`config.mk`:
```
export PLATFORM = sky130hd
export DESIGN_NAME = digit_serial_addsub
export DESIGN_NICKNAME = d
export VERILOG_FILES = /design/src/rtl/digit_serial_addsub.sv
export SDC_FILE = /design/constraint.sdc
export NUM_CORES = 1
export LEC_CHECK = 0
export CELL_PAD_IN_SITES_DETAIL_PLACEMENT = 1
export CELL_PAD_IN_SITES_GLOBAL_PLACEMENT = 1
export CORE_UTILIZATION = 30
export CTS_CLUSTER_DIAMETER = 50
export DETAILED_ROUTE_END_ITERATION = 7
export PLACE_DENSITY_LB_ADDON = 0.05
export SYNTH_ARGS = -nofsm -noshare
export SYNTH_HDL_FRONTEND = slang
export SYNTH_SLANG_ARGS = --single-unit
```
`constraint.sdc`:
```
create_clock -name clk -period 2.25 [get_ports clk]
set_input_delay 0.45 -clock clk [delete_from_list [all_inputs] [get_ports clk]]
set_output_delay 0.45 -clock clk [all_outputs]
set_load 0.1 [all_outputs]
```
`src/rtl/digit_serial_addsub.sv`:
```
`default_nettype none
// ============================================================================
// Module   : digit_serial_addsub
// Purpose  : Multi-cycle ripple-carry adder/subtractor. Each RUN cycle handles
//            DIGIT bits, least significant digit first. The carry between
//            digits is held in a flop. Both sides use a valid/ready handshake.
// Ports    : clk, rst_n (synchronous, active low)
//            in_valid/in_ready   - operand handshake (a, b, sub, c_in)
//            out_valid/out_ready - result handshake (sum, c_out, ovf)
//            sub = 1 gives A - B - c_in; for sub, c_out = 1 means no borrow
//            ovf                 - two's-complement signed overflow
// Revision : 1.0 - initial release
// ============================================================================
module digit_serial_addsub #(
    parameter int WIDTH = 16,
    parameter int DIGIT = 4
) (
    input  logic             clk,
    input  logic             rst_n,
    input  logic             in_valid,
    output logic             in_ready,
    input  logic [WIDTH-1:0] a,
    input  logic [WIDTH-1:0] b,
    input  logic             sub,
    input  logic             c_in,
    output logic             out_valid,
    input  logic             out_ready,
    output logic [WIDTH-1:0] sum,
    output logic             c_out,
    output logic             ovf
);

    localparam int                 c_N     = WIDTH / DIGIT;
    localparam int                 c_CNT_W = (c_N > 1) ? $clog2(c_N) : 1;
    localparam logic [c_CNT_W-1:0] c_LAST  = c_CNT_W'(c_N - 1);

    typedef enum logic [1:0] {
        S_IDLE = 2'd0,
        S_RUN  = 2'd1,
        S_DONE = 2'd2
    } state_t;

    state_t               r_state_q, w_state_d;
    logic [WIDTH-1:0]     r_a_q,     w_a_d;
    logic [WIDTH-1:0]     r_b_q,     w_b_d;
    logic [WIDTH-1:0]     r_res_q,   w_res_d;
    logic [WIDTH-1:0]     r_sum_q,   w_sum_d;
    logic                 r_carry_q, w_carry_d;
    logic                 r_c_out_q, w_c_out_d;
    logic                 r_ovf_q,   w_ovf_d;
    logic [c_CNT_W-1:0]   r_cnt_q,   w_cnt_d;

    logic [DIGIT-1:0]       w_dsum;      // digit sum of current RUN cycle
    logic [DIGIT:0]         w_dc;        // carries inside the digit chain
    logic [WIDTH+DIGIT-1:0] w_res_cat;   // new digit placed above the result

    // DIGIT-bit ripple chain on the low digit of the operand shift registers.
    always_comb begin
        w_dc    = '0;
        w_dsum  = '0;
        w_dc[0] = r_carry_q;
        for (int i = 0; i < DIGIT; i++) begin
            w_dsum[i]  = r_a_q[i] ^ r_b_q[i] ^ w_dc[i];
            w_dc[i+1]  = (r_a_q[i] & r_b_q[i]) | (w_dc[i] & (r_a_q[i] ^ r_b_q[i]));
        end
    end

    // The digit enters from the MSB side. Taking the top WIDTH bits of the
    // concatenation does the shift and also covers DIGIT == WIDTH.
    assign w_res_cat = {w_dsum, r_res_q};

    always_comb begin
        w_state_d = r_state_q;
        w_a_d     = r_a_q;
        w_b_d     = r_b_q;
        w_res_d   = r_res_q;
        w_sum_d   = r_sum_q;
        w_carry_d = r_carry_q;
        w_c_out_d = r_c_out_q;
        w_ovf_d   = r_ovf_q;
        w_cnt_d   = r_cnt_q;

        case (r_state_q)
            S_IDLE: begin
                if (in_valid) begin
                    w_a_d     = a;
                    // Subtraction is A + ~B + ~c_in. This makes c_out read
                    // as "no borrow".
                    w_b_d     = sub ? ~b : b;
                    w_carry_d = c_in ^ sub;
                    w_cnt_d   = '0;
                    w_state_d = S_RUN;
                end
            end
            S_RUN: begin
                w_a_d     = r_a_q >> DIGIT;
                w_b_d     = r_b_q >> DIGIT;
                w_res_d   = w_res_cat[WIDTH+DIGIT-1:DIGIT];
                w_carry_d = w_dc[DIGIT];
                w_cnt_d   = r_cnt_q + 1'b1;
                if (r_cnt_q == c_LAST) begin
                    // The visible result only changes once the final digit is in.
                    w_sum_d   = w_res_cat[WIDTH+DIGIT-1:DIGIT];
                    w_c_out_d = w_dc[DIGIT];
                    w_ovf_d   = w_dc[DIGIT] ^ w_dc[DIGIT-1];
                    w_state_d = S_DONE;
                end
            end
            S_DONE: begin
                if (out_ready) begin
                    w_state_d = S_IDLE;
                end
            end
            default: begin
                w_state_d = S_IDLE;
            end
        endcase
    end

    always_ff @(posedge clk) begin
        if (!rst_n) begin
            r_state_q <= S_IDLE;
            r_a_q     <= '0;
            r_b_q     <= '0;
            r_res_q   <= '0;
            r_sum_q   <= '0;
            r_carry_q <= 1'b0;
            r_c_out_q <= 1'b0;
            r_ovf_q   <= 1'b0;
            r_cnt_q   <= '0;
        end else begin
            r_state_q <= w_state_d;
            r_a_q     <= w_a_d;
            r_b_q     <= w_b_d;
            r_res_q   <= w_res_d;
            r_sum_q   <= w_sum_d;
            r_carry_q <= w_carry_d;
            r_c_out_q <= w_c_out_d;
            r_ovf_q   <= w_ovf_d;
            r_cnt_q   <= w_cnt_d;
        end
    end

    assign in_ready  = (r_state_q == S_IDLE);
    assign out_valid = (r_state_q == S_DONE);
    assign sum       = r_sum_q;
    assign c_out     = r_c_out_q;
    assign ovf       = r_ovf_q;

endmodule
`default_nettype wire

```
==> results.md <==
- Design Area, Final: 3920 µm²
- Number of global-route vias before repair: roughly 2400
- DRC: 0
- Longest Clk Path Bufs: 2
- Inserted Diodes: 0
- Clock latency on the worst-skew pair: around 350 ps
- Seq/Total Area, Yosys: 0.451
- Tcrit/Tclk final: 0.948
- TritonRoute pass-1 iters: 4
- Top Ports: 58
- Crit path max fanout: 2
- Non-Filler Instances: 510
- Hold Vio Cnt, Final: 0
- Largest net degree at the start of global routing: 31
- LEAKAGE: roughly 0.0015 µW
- Die Width: about 100 µm
- Minimum clock period: 2130 ps
- Total clock buffers created by CTS: 9
- Global Route Usage Sum: 0.157
- Worst EP required: about 2600 ps
- Worst Max-Slew Pin Slew: approximately 800 ps
- Worst setup path end: sum[15]
- Final Net Count: about 420
- Status: completed
- Post-Route WL: 7350 µm
- CTS Sinks: 67
- Final Max Slew Viols: 0
- Avg Inst Size Synth: 9.29 µm²
- Global-route wire length before repair: between 10000 and 15000 µm
- Total chip power: ~2900 µW
- Antenna violations before repair: 0
- Synthesized area: between 2000 and 3000 µm²
- CTS tree: built
- Slew headroom: 0.461
- Setup CP Type: reg2reg
- Number of max-cap violations: 0
- Crit end category: flip-flop
- CTS Hold Bufs: 0
- Fillers: 1102
- Initial Utilization: 0.316
- Final setup viols: 0
- Worst-path clk slew: ~80 ps
- Maximum clock frequency: 0.469 GHz
- DP Wirelength: ~5100 µm
- Max IR drop VDD: between 0.3 and 0.4 mV
- DP Cell Count: around 500
- Post-Syn Instances: 320
- Share of cells above drive strength 1: 0.165
- Setup crit start kind: flip-flop
- P&R area growth vs syn: 31.6%
- DRT iter0 DRCs: slightly below 70
- DP Area: approximately 3600 µm²
- Syn nets: between 300 and 400
- Setup crit start: r_a_q[0]
- Pwr/cell area: ~740 nW/µm²
- Yosys reg bits: 67
- Hold WC Path Type: reg2reg
- Critical R2R Launch: r_a_q[0]
- Clk_skew: a little over 10 ps
- Clk root buf: clkbuf_8
- Worst R2R Path Depth: 9
- Reg2reg end: sum[15]
- Yosys warning count: 0
- Unrepaired setup endpoints after global routing: false
- # rows: 35
- Unique cell type count in the Yosys netlist: 35
- Die Ht: approximately 100 µm
- GR Overflow Total: 0
- R2r setup slk: about 120 ps
- Setup TNS: 0 ps
- DR vias: between 2000 and 2500
- Port Buffers: 57
- CP arrival: ~2400 ps
- Via density: 4.81
- GP Congestion: 0.700
- Routed Antenna Nets: 0
- H-tree depth: 3
- Avg WL per Cell: 14.4 µm
- Full die area: 10300 µm²
- Core area: around 9400 µm²
flip-flops by register name, indices dropped and copies added, names as in the netlist:
| name | count |
|---|---|
| c_out | 1 |
| ovf | 1 |
| r_a_q | 16 |
| r_b_q | 16 |
| r_carry_q | 1 |
| r_cnt_q | 2 |
| r_res_q | 12 |
| r_state_q | 2 |
| sum | 16 |
cell usage in the layout, fill, tap and decap left out, drive strengths merged, types with 2 or more instances in the layout:
master and count:
a221o 13, clkdlybuf4s50 37, a22oi 9, nand2 55, o221ai 12, fa 4, inv 12, xor2 4
clkbuf 9, xnor2 14, buf 34, or3b 12, o21ai 12, a21oi 12, o21a 2, a21boi 25
dfxtp 67, and2 2, bufinv 3, nor2b 11, o211a 5, nor2 16
through the flow:
step,hold WS (ps),setup WS [ps],utilization
6_report,454,118,0.416
2_1_floorplan,431,154,-
4_1_cts,458,36.1,0.412
3_3_place_gp,443,74.5,0.386
5_1_grt,478,7.15,0.416
3_5_place_dp,446,44.3,0.386
layout make-up:
class | count | area, µm² | area share
Clock inverter | 7 | 124 | 0.0316
Tap cell | 129 | 161 | 0.0412
Sequential cell | 67 | 1350 | 0.344
Timing Repair Buffer | 71 | 651 | 0.166
Multi-Input combinational cell | 217 | 1470 | 0.376
Clock buffer | 9 | 124 | 0.0316
Inverter | 10 | 37.5 | 0.00959
report_power, final:
group          internal (µW)  switching (µW)  leakage (µW)
sequential              1250            53.8      0.000548
clock                    745             504      0.000120
combinational            190             168      0.000842
total                   2180             726       0.00151
Yosys cell counts, drive strengths merged:
cell	n	area share
nor3b	1	0.0042
o221ai	12	0.035
o21bai	1	0.0025
buf	17	0.035
a21boi	25	0.063
inv	10	0.013
nand4bb	1	0.0038
nor2	16	0.020
o21a	2	0.0050
xor2	4	0.012
and3b	1	0.0029
ha	1	0.0042
a221o	13	0.044
o211a	5	0.017
nand3b	1	0.0025
a21oi	12	0.020
nand2	55	0.069
nor3	1	0.0017
o21ai	12	0.020
nor2b	11	0.023
or3b	12	0.035
fa	4	0.027
dfxtp	67	0.45
clkbuf	9	0.013
mux2i	1	0.0034
and2	2	0.0059
xnor2	14	0.041
nand2b	1	0.0021
a22oi	9	0.023
cell families after synthesis:
kind of cell | Yosys count | share of synthesized area
adder cells (fa/ha/maj) | 5 | 0.0311
buffers and inverters | 36 | 0.0606
multiplexers | 1 | 0.00337
flip-flops | 67 | 0.451
XOR/XNOR | 18 | 0.0530
AND/OR/NAND/NOR | 102 | 0.171
AO/OA/AOI/OAI | 91 | 0.230
worst min-delay path by stage:
stage / from / to / slack [ps] / cells past startpoint
6_report: r_res_q[5] / sum[1] / 450 / 2
5_1_grt: sum[1] / sum[1] / 480 / 2
4_1_cts: sum[1] / sum[1] / 460 / 2
3_5_place_dp: sum[1] / sum[1] / 450 / 2
3_3_place_gp: r_res_q[6] / sum[2] / 440 / 2
2_1_floorplan: r_res_q[5] / sum[1] / 430 / 2
worst max-delay path, stage by stage (launching register included):
cell	delay (ps)
dfxtp_4	350
fa_2	360
inv_1	70
fa_2	170
inv_1	50
fa_2	370
inv_2	60
fa_2	430
nand2_1	70
o211a_1	150
per-layer routing:
layer / global-route usage / vias up / wire length, µm
met4: 0.0468 / 0 / 59
met1: 0.198 / 1175 / 3490
met2: 0.260 / 47 / 3520
li1: - / 1228 / -
met3: 0.0421 / 4 / 273
met5: 0 / - / 0
what timing repair did:
item                                    in CTS  in global routing
gates resized for setup                      0                  9
endpoints found under the setup margin       0                  4
setup buffers                                0                  2
No activity file was read; power rests on OpenSTA's default activity.
